**src/rtl/mp3_ui_pkg.sv**
```systemverilog
// Shared types for the MP3 player UI controller: command codes, FSM states,
// button indices and the command bundle driven onto the decoder port.
package mp3_ui_pkg;

    localparam int NUM_BTNS     = 4;
    // Index order doubles as service priority: lower index wins.
    localparam int BTN_NEXT     = 0;
    localparam int BTN_PRE      = 1;
    localparam int BTN_VOL_PLUS = 2;
    localparam int BTN_VOL_DEC  = 3;

    typedef enum logic {
        CMD_LOAD_TRACK = 1'b0,
        CMD_SET_VOL    = 1'b1
    } cmd_e;

    typedef enum logic [1:0] {
        ST_INIT_TRK,
        ST_INIT_VOL,
        ST_IDLE,
        ST_ISSUE
    } state_e;

    typedef struct packed {
        cmd_e       op;
        logic [7:0] arg;
    } cmd_t;

endpackage

```
**src/rtl/btn_debounce.sv**
```systemverilog
// One front-panel button: 2-FF synchroniser, stability counter and a
// one-cycle pulse on each accepted 0->1 transition of the debounced level.
module btn_debounce #(
    parameter int DEB_CYCLES = 1000000
) (
    input  logic clk,
    input  logic rst_n,
    input  logic btn,
    output logic rise
);

    localparam int             CW       = (DEB_CYCLES > 1) ? $clog2(DEB_CYCLES) : 1;
    localparam logic [CW-1:0]  CNT_LAST = CW'(DEB_CYCLES - 1);

    logic [1:0]    sync_q;
    logic [CW-1:0] cnt;
    logic          level;
    logic          level_d;

    always_ff @(posedge clk) begin
        if (!rst_n) begin
            sync_q  <= '0;
            cnt     <= '0;
            level   <= 1'b0;
            level_d <= 1'b0;
        end else begin
            sync_q  <= {sync_q[0], btn};
            level_d <= level;
            // Count only while the input disagrees with the accepted level.
            if (sync_q[1] == level) begin
                cnt <= '0;
            end else if (cnt == CNT_LAST) begin
                cnt   <= '0;
                level <= sync_q[1];
            end else begin
                cnt <= cnt + 1'b1;
            end
        end
    end

    assign rise = level & ~level_d;

endmodule

```
**src/rtl/mp3_ui_ctrl.sv**
```systemverilog
// Player-control scheduler: debounced buttons -> pending flags -> one-at-a-time
// valid/ready decoder commands, plus vsync-latched track/volume display shadows.
module mp3_ui_ctrl
    import mp3_ui_pkg::*;
#(
    parameter int N_TRACKS   = 4,
    parameter int VOL_MAX    = 15,
    parameter int VOL_INIT   = 8,
    parameter int DEB_CYCLES = 1000000
) (
    input  logic       clk,
    input  logic       rst_n,
    input  logic       i_next,
    input  logic       i_pre,
    input  logic       i_vol_plus,
    input  logic       i_vol_dec,
    input  logic       i_vs,
    output logic       o_cmd_valid,
    input  logic       i_cmd_ready,
    output logic       o_cmd,
    output logic [7:0] o_cmd_arg,
    output logic [7:0] o_track,
    output logic [3:0] o_vol,
    output logic       o_busy
);

    localparam int            TW       = (N_TRACKS > 1) ? $clog2(N_TRACKS) : 1;
    localparam logic [TW-1:0] TRK_LAST = TW'(N_TRACKS - 1);
    localparam logic [3:0]    VMAX     = 4'(VOL_MAX);
    localparam logic [3:0]    VINIT    = 4'(VOL_INIT);

    logic [NUM_BTNS-1:0] btn_raw;
    logic [NUM_BTNS-1:0] btn_rise;
    logic [NUM_BTNS-1:0] pend;
    logic [NUM_BTNS-1:0] pend_clr;

    state_e        state, state_n;
    cmd_t          cmd_q, cmd_n;
    logic          vld_q, vld_n;
    logic [TW-1:0] track_q, track_n;
    logic [3:0]    vol_q, vol_n;
    logic          hs;

    logic [1:0]    vs_sync;
    logic          vs_d;
    logic          vs_fall;

    assign btn_raw = {i_vol_dec, i_vol_plus, i_pre, i_next};

    btn_debounce #(.DEB_CYCLES(DEB_CYCLES)) u_deb [NUM_BTNS-1:0] (
        .clk   (clk),
        .rst_n (rst_n),
        .btn   (btn_raw),
        .rise  (btn_rise)
    );

    assign hs = vld_q & i_cmd_ready;

    always_comb begin
        state_n  = state;
        vld_n    = vld_q;
        cmd_n    = cmd_q;
        track_n  = track_q;
        vol_n    = vol_q;
        pend_clr = '0;
        unique case (state)
            ST_INIT_TRK: begin
                if (hs) begin
                    vld_n   = 1'b0;
                    state_n = ST_INIT_VOL;
                end else if (!vld_q) begin
                    vld_n = 1'b1;
                    cmd_n = '{op: CMD_LOAD_TRACK, arg: 8'd0};
                end
            end
            ST_INIT_VOL: begin
                if (hs) begin
                    vld_n   = 1'b0;
                    state_n = ST_IDLE;
                end else if (!vld_q) begin
                    vld_n = 1'b1;
                    cmd_n = '{op: CMD_SET_VOL, arg: {4'd0, VINIT}};
                end
            end
            ST_IDLE: begin
                if (pend[BTN_NEXT]) begin
                    pend_clr[BTN_NEXT] = 1'b1;
                    track_n = (track_q == TRK_LAST) ? '0 : track_q + 1'b1;
                    cmd_n   = '{op: CMD_LOAD_TRACK, arg: 8'(track_n)};
                    vld_n   = 1'b1;
                    state_n = ST_ISSUE;
                end else if (pend[BTN_PRE]) begin
                    pend_clr[BTN_PRE] = 1'b1;
                    track_n = (track_q == '0) ? TRK_LAST : track_q - 1'b1;
                    cmd_n   = '{op: CMD_LOAD_TRACK, arg: 8'(track_n)};
                    vld_n   = 1'b1;
                    state_n = ST_ISSUE;
                end else if (pend[BTN_VOL_PLUS]) begin
                    // At the limit the press is consumed silently.
                    pend_clr[BTN_VOL_PLUS] = 1'b1;
                    if (vol_q != VMAX) begin
                        vol_n   = vol_q + 4'd1;
                        cmd_n   = '{op: CMD_SET_VOL, arg: {4'd0, vol_n}};
                        vld_n   = 1'b1;
                        state_n = ST_ISSUE;
                    end
                end else if (pend[BTN_VOL_DEC]) begin
                    pend_clr[BTN_VOL_DEC] = 1'b1;
                    if (vol_q != 4'd0) begin
                        vol_n   = vol_q - 4'd1;
                        cmd_n   = '{op: CMD_SET_VOL, arg: {4'd0, vol_n}};
                        vld_n   = 1'b1;
                        state_n = ST_ISSUE;
                    end
                end
            end
            ST_ISSUE: begin
                if (hs) begin
                    vld_n   = 1'b0;
                    state_n = ST_IDLE;
                end
            end
            default: state_n = ST_INIT_TRK;
        endcase
    end

    always_ff @(posedge clk) begin
        if (!rst_n) begin
            state   <= ST_INIT_TRK;
            vld_q   <= 1'b0;
            cmd_q   <= '{op: CMD_LOAD_TRACK, arg: 8'd0};
            track_q <= '0;
            vol_q   <= VINIT;
            pend    <= '0;
        end else begin
            state   <= state_n;
            vld_q   <= vld_n;
            cmd_q   <= cmd_n;
            track_q <= track_n;
            vol_q   <= vol_n;
            // A press landing in its own service cycle is kept, not lost.
            pend    <= (pend & ~pend_clr) | btn_rise;
        end
    end

    // Vsync idles high, so resetting the synchroniser high avoids a false edge.
    assign vs_fall = vs_d & ~vs_sync[1];

    always_ff @(posedge clk) begin
        if (!rst_n) begin
            vs_sync <= 2'b11;
            vs_d    <= 1'b1;
            o_track <= '0;
            o_vol   <= VINIT;
        end else begin
            vs_sync <= {vs_sync[0], i_vs};
            vs_d    <= vs_sync[1];
            if (vs_fall) begin
                o_track <= 8'(track_q);
                o_vol   <= vol_q;
            end
        end
    end

    assign o_cmd_valid = vld_q;
    assign o_cmd       = cmd_q.op;
    assign o_cmd_arg   = cmd_q.arg;
    assign o_busy      = (state != ST_IDLE);

endmodule

```
**config.mk**
```make
export PLATFORM = sky130hd
export DESIGN_NAME = mp3_ui_ctrl
export DESIGN_NICKNAME = d
export VERILOG_FILES = /design/src/rtl/mp3_ui_pkg.sv /design/src/rtl/btn_debounce.sv /design/src/rtl/mp3_ui_ctrl.sv
export SDC_FILE = /design/constraint.sdc
export NUM_CORES = 1
export LEC_CHECK = 0
export CORE_UTILIZATION = 40
export CTS_CLUSTER_SIZE = 40
export DETAILED_ROUTE_END_ITERATION = 8
export PLACE_DENSITY_LB_ADDON = 0.05
export SLEW_MARGIN = 5
export SYNTH_ARGS = -nofsm -noshare
export SYNTH_HDL_FRONTEND = slang
export SYNTH_SLANG_ARGS = --single-unit
```
**constraint.sdc**
```tcl
create_clock -name clk -period 1.75 [get_ports clk]
set_input_delay 0.35 -clock clk [delete_from_list [all_inputs] [get_ports clk]]
set_output_delay 0.35 -clock clk [all_outputs]
set_load 0.005 [all_outputs]
```
# Yosys cells after proc, flatten, opt, wreduce, memory -nomap -nowiden
# Index checks and enable logic that the tools add are counted.
[classes]
add_sub_neg = 8
n_eq_ne = 25
mux = 45
bitwise = 21
n_reduce_logical = 22
[op_table]
columns = ["cell", "count"]
rows = [
  ["$mux W9", 10],
  ["$add A20 B1 Y20 const B", 4],
  ["$eq A20 B20 Y1 const B", 4],
  ["$pmux W9 S3", 1],
  ["$mux W2", 13],
  ["$mux W4", 5],
  ["$ne A5 B5 Y1 const B", 3],
  ["$ne A2 B2 Y1 const B", 7],
  ["$mux W1", 13],
  ["$not A1 Y1", 12],
  ["$reduce_or A3 Y1", 4],
  ["$reduce_and A2 Y1", 5],
  ["$reduce_and A8 Y1", 1],
  ["$and A1 B1 Y1", 6],
  ["$eq A2 B2 Y1 const B", 3],
  ["$pmux W2 S3", 1],
  ["$reduce_and A6 Y1", 1],
  ["$reduce_bool A2 Y1", 3],
  ["$reduce_and A5 Y1", 1],
  ["$add A4 B1 Y4 const B", 1],
  ["$and A4 B4 Y4", 1],
  ["$eq A1 B1 Y1", 4],
  ["$logic_not A2 Y1", 2],
  ["$ne A2 B1 Y1 const B", 2],
  ["other kinds (13)", 14],
]
[totals]
ff_bits = 127
input_bits = 8
out_inout_bits = 23
wordCells = 148

# Depth between registers and ports, before layout
# Gate-level depths: netlist of run 1.
[logic_depth]
ltp_word = 8
ltp_mapped = 8
mapped_depth_nobuf = 7

# Cells and area by module
# From an unflattened synthesis of run 1, not the netlist that was laid out.
[unflattened]
cells_unflattened = 628
area_unflattened_um2 = 5676.7
[by_module_without_submodules]
columns = ["module", "n_inst", "cells_each", "area_each_um2", "seq_area_each_um2"]
rows = [
  ["btn_debounce", 4, 117, 1047.3, 480.5],
  ["mp3_ui_ctrl", 1, 160, 1487.7, 540.5],
]

# Least setup slack after synthesis of run 1
# OpenSTA, ideal clock, no wires.
[synth_timing]
path_kind = "register -> register"
start = "register pend[2]"
end = "register vol_q[3]"
setup_time_ns = 0.132
t_arrival_ns = 1.786
required_ns = 1.618
slack_ns = -0.168
stages_incl_launch_ff = 9
path_buffers = 1
synth_period_minus_slack_ns = 1.918
cell_sequence = "dfxtp_1 -> clkbuf_1 -> inv_1 -> ha_1 -> a21o_1 -> a21oi_1 -> xnor2_1 -> and4_1 -> o21ai_0"
[synth_between]
elab_chain_cells = 2
elab_cells_between_ends = 5
classes_between = "eq/ne (1); mux (1); reduce/logical (3)"
[synth_rtl]
columns = ["element", "line_no", "source"]
rows = [
  ["start: declaration", "mp3_ui_ctrl.sv:34", "logic [NUM_BTNS-1:0] pend;"],
  ["start signal: assignment", "mp3_ui_ctrl.sv:142", "pend <= (pend & ~pend_clr) | btn_rise;"],
  ["$ne A2 B1 Y1 (no source line) or $reduce_bool A2 Y1 (tied branches)", "n/a", ""],
  ["$reduce_and A6 Y1 (no source line)", "n/a", ""],
  ["end signal: assignment", "mp3_ui_ctrl.sv:140", "vol_q <= vol_n;"],
  ["end: declaration", "mp3_ui_ctrl.sv:41", "logic [3:0] vol_q, vol_n;"],
]
# Parallel ways exist; a longest one is shown, timed or not.
# A chain may end at the register's enable or synchronous reset.

# Worst setup path in the final report of run 1
[layout_timing]
start = "register state[0]"
end = "output o_busy"
[layout_between]
elab_chain_cells = 1
[layout_rtl]
columns = ["element", "line_no", "source"]
rows = [
  ["start: declaration", "mp3_ui_ctrl.sv:37", "state_e state, state_n;"],
  ["start signal: assignment", "mp3_ui_ctrl.sv:136", "state <= state_n;"],
  ["$ne A2 B2 Y1", "mp3_ui_ctrl.sv:168", "assign o_busy = (state != ST_IDLE);"],
  ["end: declaration", "mp3_ui_ctrl.sv:24", "output logic o_busy"],
]
# No other way between the ends.

==> results of run 1 <==
==> registers in the layout, summed over array words and instances, names as in the netlist, 4 cells and up <==
name           cells
u_deb.cnt         80
o_cmd_arg          4
u_deb.level_d      4
u_deb.level        4
pend               4
o_vol              4
vol_q              4
u_deb.sync_q       8
==> routing by layer <==
layer / track usage (%) / wire length (um)
met2: 25.0 / 4660
met1: 19.1 / 4960
met5: 0 / 0
met4: 8.17 / 192
met3: 4.65 / 272
==> kinds of logic (layout without fill, tap and decap cells) <==
group / after synthesis / after routing
multiplexers: 7 / 7
AND/OR/NAND/NOR: 282 / 283
other: 1 / 10
adder cells (fa/ha/maj): 15 / 15
XOR/XNOR: 80 / 80
buffers and inverters: 45 / 102
AO/OA/AOI/OAI: 41 / 42
flip-flops: 123 / 123
==> timing repair <==
item,CTS,global route
pin swaps,0,3
setup endpoints to repair,3,26
hold buffers,0,0
resized for setup,4,6
hold endpoints to repair,0,0
cloned,0,2
==> worst paths after layout <==
path / endpoint / slack, ns / cells after the start
max: o_busy / 0.04 / 4
min reg2reg: vs_d$_SDFF_PN1_ / 0.43 / 1
min: vs_d$_SDFF_PN1_ / 0.43 / 1
max reg2reg: u_deb[2].level$_SDFFE_PN0P_ / 0.06 / 6
==> cells in the mapped netlist (8+ instances only) <==
library cell and number:
a21oi_1 15, and3_1 9, clkbuf_1 12, o21ai_0 8, nand2_1 38, nor4b_1 8, inv_1 16, nand3_1 31
nor2_1 111, and2_1 14, dfxtp_1 123, nand4_1 16, ha_1 14, nor3_1 8, buf_4 11, nand2b_1 9
xor2_1 57, xnor2_1 23, and4_1 10
==> power groups by stage <==
stage	logic (mW)	clock network (mW)	registers [mW]
6_report	0.675	3.21	2.91
5_1_grt	0.753	3.42	2.92
4_1_cts	0.634	3.32	2.91
3_5_place_dp	0.633	0	2.97
3_3_place_gp	0.630	0	2.97
2_1_floorplan	0.386	0	2.97
==> layout make-up <==
type,count,area (um2)
inverters,16,60.1
clock inverters,8,70.1
repair buffers,56,507
flip-flops and latches,123,2460
multi-input cells,437,2780
clock buffers,22,474
well taps,172,215
fillers,1207,6310
==> results.cfg, run 1 <==
[die]
die_h_um = 118
die_area_um2 = 13900
die_w_um = 118
rows = 41
io_pins = 31
start_util_pct = 41.7
core_area_um2 = 12900

[drt]
drt-total-wl_um = 10100
drt_iter0_markers = 158
vias = 4046
wire_per_inst_um = 12.1
postRouteAntennaNets = 0
dr.pass1.iters = 4
drc = 0
vias_per_cell = 4.85

[synthesis]
synthAdderAreaFrac_pct = 3.63
yosys.area.top_type = dfxtp_1
synth_warnings = 0
synth_seq_cells = 123
synth_area_leaders = dfxtp_1 46%, xor2_1 9.3%, nor2_1 7.8%
syn-cell-area_um2 = 5380
syn_inst = 594
synth_compound_area_share_pct = 5.07
synthMuxAreaShare_pct = 1.30
synthDistinctLibCells = 53
synth_edf_count = 0
syn_area_per_cell_um2 = 9.05
yosysSeqAreaShare_pct = 45.8
synth_top_family_by_area = simple AND/OR/NAND/NOR gates
synth_top_cell_area_share_pct = 45.8
synthSimpleGateAreaFrac_pct = 26.7
synthXorXnorAreaFrac_pct = 13.0
synth_ff_type = dfxtp_1
async_flop_share_pct = 0

[sta]
setup_violations = 0
hold-worst-slack_ns = 0.429
setup_ws_ns = 0.0367
maxSlewViolCount = 0
min_period_ns = 1.71
rsz0062_at_grt = yes
setup_tns_ns = 0
min_period_over_period_pct = 97.9
finClkSkew_ns = 0.00655
fmax_mhz = 584
finalHoldViolCount = 0

[power_and_ir_drop]
power_switching_share_pct = 23.2
p_leak_nw = 2.37
power.share.clock_pct = 47.2
p_per_area_nw_per_um2 = 1040
power_mw = 6.80
seqPwrFrac_pct = 42.9
pwr-share-comb_pct = 9.9
p_int_mw = 5.22
power.switching_mw = 1.58
vdd_ir_drop_max_mv = 0.864

[placement]
pre_cts_slack_ns = 0.00660
port_buffers = 20
dpl.hpwl_um = 6890
gp_congestion = 0.768
place_inst = 802
placed_area_um2 = 5970

[global_routing]
grt_antenna_before_repair = 0
grt_overflow = 0
grt_pass1_vias = 3866
grt_first_pass_wirelength_um = 17600
gr-usage-all-layers_pct = 15.7
grt_max_degree = 23

[worst_hold_path]
hold_path.class = reg -> reg
min_from = vs_sync[1]$_SDFF_PN1_

[cells_and_area]
final_area_um2 = 6570
drive_above_1_share_pct = 13.7
nNetsFinal = 674
fin_util_pct = 51.0
diodes = 0
syn_to_final_growth_pct = 22.2
final_cell_mix = 122 x dfxtp_1, 111 x nor2_1, 57 x xor2_1
instances_no_fill = 834
mostFrequentLayoutCell = dfxtp_1

[status]
outcome = finished, final reports clean

[critical_path]
worst-setup-path-type = reg -> out
cp.required_ns = 1.40
startpoint = state[0]$_SDFFE_PN0P_
crit_slowest_cell = dfxtp_2
path_delay_family = buffers and inverters
r2r-start = u_deb[2].cnt[8]$_SDFF_PP0_
cp.buffers_inverters = 3
worstPathCellList = inv_1 -> ha_1 -> inv_2 -> dlygate4sd2_1
start_kind = flip-flop
cpPeakStageDelay_ns = 0.35
worstPathMaxFanout = 4
cp-end-kind = output port
crit_arrival_ns = 1.36

[clock_tree]
cts-root-buf = clkbuf_16
cts.sinks = 123
cts_tree = yes
htree_levels = 4
numCtsBuffers = 17
insertion_delay_ns = 0.41
clk_path_buf_depth = 2
postCtsSetupBuffers = 0
clk_pin_slew_worst_paths_ns = 0.05

[run]
max-cap-violations = 0
Note: power is estimated with default switching activity, not from simulation.
==> run 2: changes to the inputs <==
--- a/config.mk
+++ b/config.mk
@@ -5,6 +5,7 @@
 export SDC_FILE = /design/constraint.sdc
 export NUM_CORES = 1
 export LEC_CHECK = 0
+export CORE_MARGIN = 1
 export CORE_UTILIZATION = 40
 export CTS_CLUSTER_SIZE = 40
 export DETAILED_ROUTE_END_ITERATION = 8
==> results of run 2 <==
Final layout, timing and power as in run 1 (identical DEF).
==> run 3: changes to the inputs <==
--- a/config.mk
+++ b/config.mk
@@ -9,6 +9,7 @@
 export CORE_UTILIZATION = 40
 export CTS_CLUSTER_SIZE = 40
 export DETAILED_ROUTE_END_ITERATION = 8
+export GPL_TIMING_DRIVEN = 0
 export PLACE_DENSITY_LB_ADDON = 0.05
 export SLEW_MARGIN = 5
 export SYNTH_ARGS = -nofsm -noshare
==> run 3 against run 2 <==
Against the previous run: the flow now finishes with violations (negative setup slack); total power increased by 12%; worst setup slack got worse by 0.037 ns; highest routed layer unchanged; register-to-register slack got worse by 0.06 ns; routed wire length increased by 5.5%; sequential power about the same; utilization increased by 2.5 points.
==> results.cfg, run 3 (synthesis results as in run 1) <==
[status]
outcome = complete, but fails checks
violations = negative setup slack

[global_routing]
grt_max_degree = 17
grt_overflow = 0
grt_pass1_vias = 3864
gr-usage-all-layers_pct = 16.1
grt_antenna_before_repair = 0
grt_first_pass_wirelength_um = 17800

[critical_path]
crit_arrival_ns = 2.05
reg2reg_depth = 6
worst-setup-path-type = reg -> reg
worstPathMaxFanout = 10
cp.required_ns = 2.05
r2r-start = u_deb[2].cnt[8]$_SDFF_PP0_
cp-end-kind = flip-flop
rr_endpoint = u_deb[2].cnt[5]$_SDFF_PP0_
r2r_slack_ns = -0.0002
start_kind = flip-flop

[power_and_ir_drop]
p_leak_nw = 2.46
power_mw = 7.61
vdd_ir_drop_max_mv = 0.680
p_per_area_nw_per_um2 = 1100

[clock_tree]
cts_tree = yes
numCtsBuffers = 17
clk_path_buf_depth = 2
cts.sinks = 123
insertion_delay_ns = 0.42
cts-root-buf = clkbuf_16
clk_pin_slew_worst_paths_ns = 0.05
htree_levels = 4

[worst_hold_path]
hold_depth = 2
min_from = rst_n
hold_path.class = in -> reg
hold_end = vs_d$_SDFF_PN1_

[die]
die_w_um = 118
die_area_um2 = 13900
rows = 41
io_pins = 31
core_area_um2 = 12900
start_util_pct = 41.7
die_h_um = 118

[sta]
setup_ws_ns = -0.000172
min_period_ns = 1.75
setup_violations = 1
finClkSkew_ns = 0.00744
fmax_mhz = 571
maxSlewViolCount = 0
min_period_over_period_pct = 100
worst_pin_slew_ns = 0.590
slew_headroom_pct = 60.6
hold-worst-slack_ns = 0.299
finalHoldViolCount = 0
setup_tns_ns = -0.000172

[placement]
port_buffers = 19
place_inst = 794
gp_congestion = 0.809
dpl.hpwl_um = 6980
pre_cts_slack_ns = -0.269

[drt]
wire_per_inst_um = 12.7
vias_per_cell = 4.85
drt_iter0_markers = 158
drc = 0
vias = 4077
drt-total-wl_um = 10600
dr.pass1.iters = 4
postRouteAntennaNets = 0

[cells_and_area]
mostFrequentLayoutCell = dfxtp_1
largest_registers = u_deb.cnt (80), u_deb.sync_q (8)
syn_to_final_growth_pct = 28.3
top_register = u_deb.cnt
nNetsFinal = 678
drive_above_1_share_pct = 19.3
largest_register_ffs = 80
instances_no_fill = 840
diodes = 0
final_cell_mix = 112 x dfxtp_1, 104 x nor2_1, 57 x xor2_1

[run]
max-cap-violations = 0
-- run 3: changes by cell type in the layout (fill, tap and decap cells not counted), moves of 5 or more --
cell / delta
dfxtp_1: -10
buf_4: -9
clkbuf_1: +8
dfxtp_2: +7
ha_1: -7
nor2_1: -7
nor2_2: +6
bufinv_16: +5
ha_4: +5
-- run 3: per-stage QoR --
step                      util [%]  cell area [um2]
final                         53.6             6900
after global routing          53.6             6900
after CTS                     51.5             6630
after detailed placement      45.3             5830
after global placement        45.3             5830
after floorplan                  -             5420
-- run 3: repair_timing --
action                                  in CTS  in global routing
setup buffers                                3                 11
endpoints found under the setup margin      75                 72
gates resized for setup                     32                 46
cloned                                       1                  1
pin swaps                                    5                 15
endpoints found under the hold margin        0                  0
hold buffers                                 0                  0
-- run 3: power breakdown --
part / internal (mW) / leakage [nW] / total [mW] / switching, mW
registers: 2.87 / 1.00 / 2.93 / 0.0598
clock network: 2.69 / 0.326 / 3.93 / 1.24
logic: 0.365 / 1.14 / 0.746 / 0.382
-- run 3: layout make-up --
type	count	area, um2
clock inverter	13	221
multi-input combinational	436	2940
tap	172	215
clock buffer	19	443
timing repair buffer	34	323
buffer	27	199
fill	1168	5980
sequential	123	2480
inverter	16	67.6
-- run 3: layer usage --
metal | global-route usage (%) | part of all wire, %
met1 | 19.4 | 48
met2 | 25.7 | 47
met3 | 5.09 | 3.3
met4 | 7.61 | 1.8
met5 | 0 | 0
-- run 3: critical path: stages, from the launching register on --
cell,delay (ns)
dfxtp_2,0.34
or4b_4,0.54
nor3_2,0.13
and4_4,0.26
or3_4,0.18
buf_12,0.15
nor2_4,0.04
-- run 3: how the worst max path moves through the flow --
stage	startpoint	to	slack (ns)
4_1_cts	u_deb[2].cnt[6]$_SDFF_PP0_	u_deb[2].cnt[5]$_SDFF_PP0_	0.005
3_3_place_gp	state[0]$_SDFFE_PN0P_	state[1]$_SDFFE_PN0P_	-0.30
5_1_grt	u_deb[2].cnt[8]$_SDFF_PP0_	u_deb[2].cnt[5]$_SDFF_PP0_	-0.06
2_1_floorplan	pend[2]$_SDFF_PN0_	vol_q[3]$_SDFFE_PN1P_	0.008
6_report	u_deb[2].cnt[8]$_SDFF_PP0_	u_deb[2].cnt[5]$_SDFF_PP0_	-0.0002
3_5_place_dp	state[0]$_SDFFE_PN0P_	state[1]$_SDFFE_PN0P_	-0.27
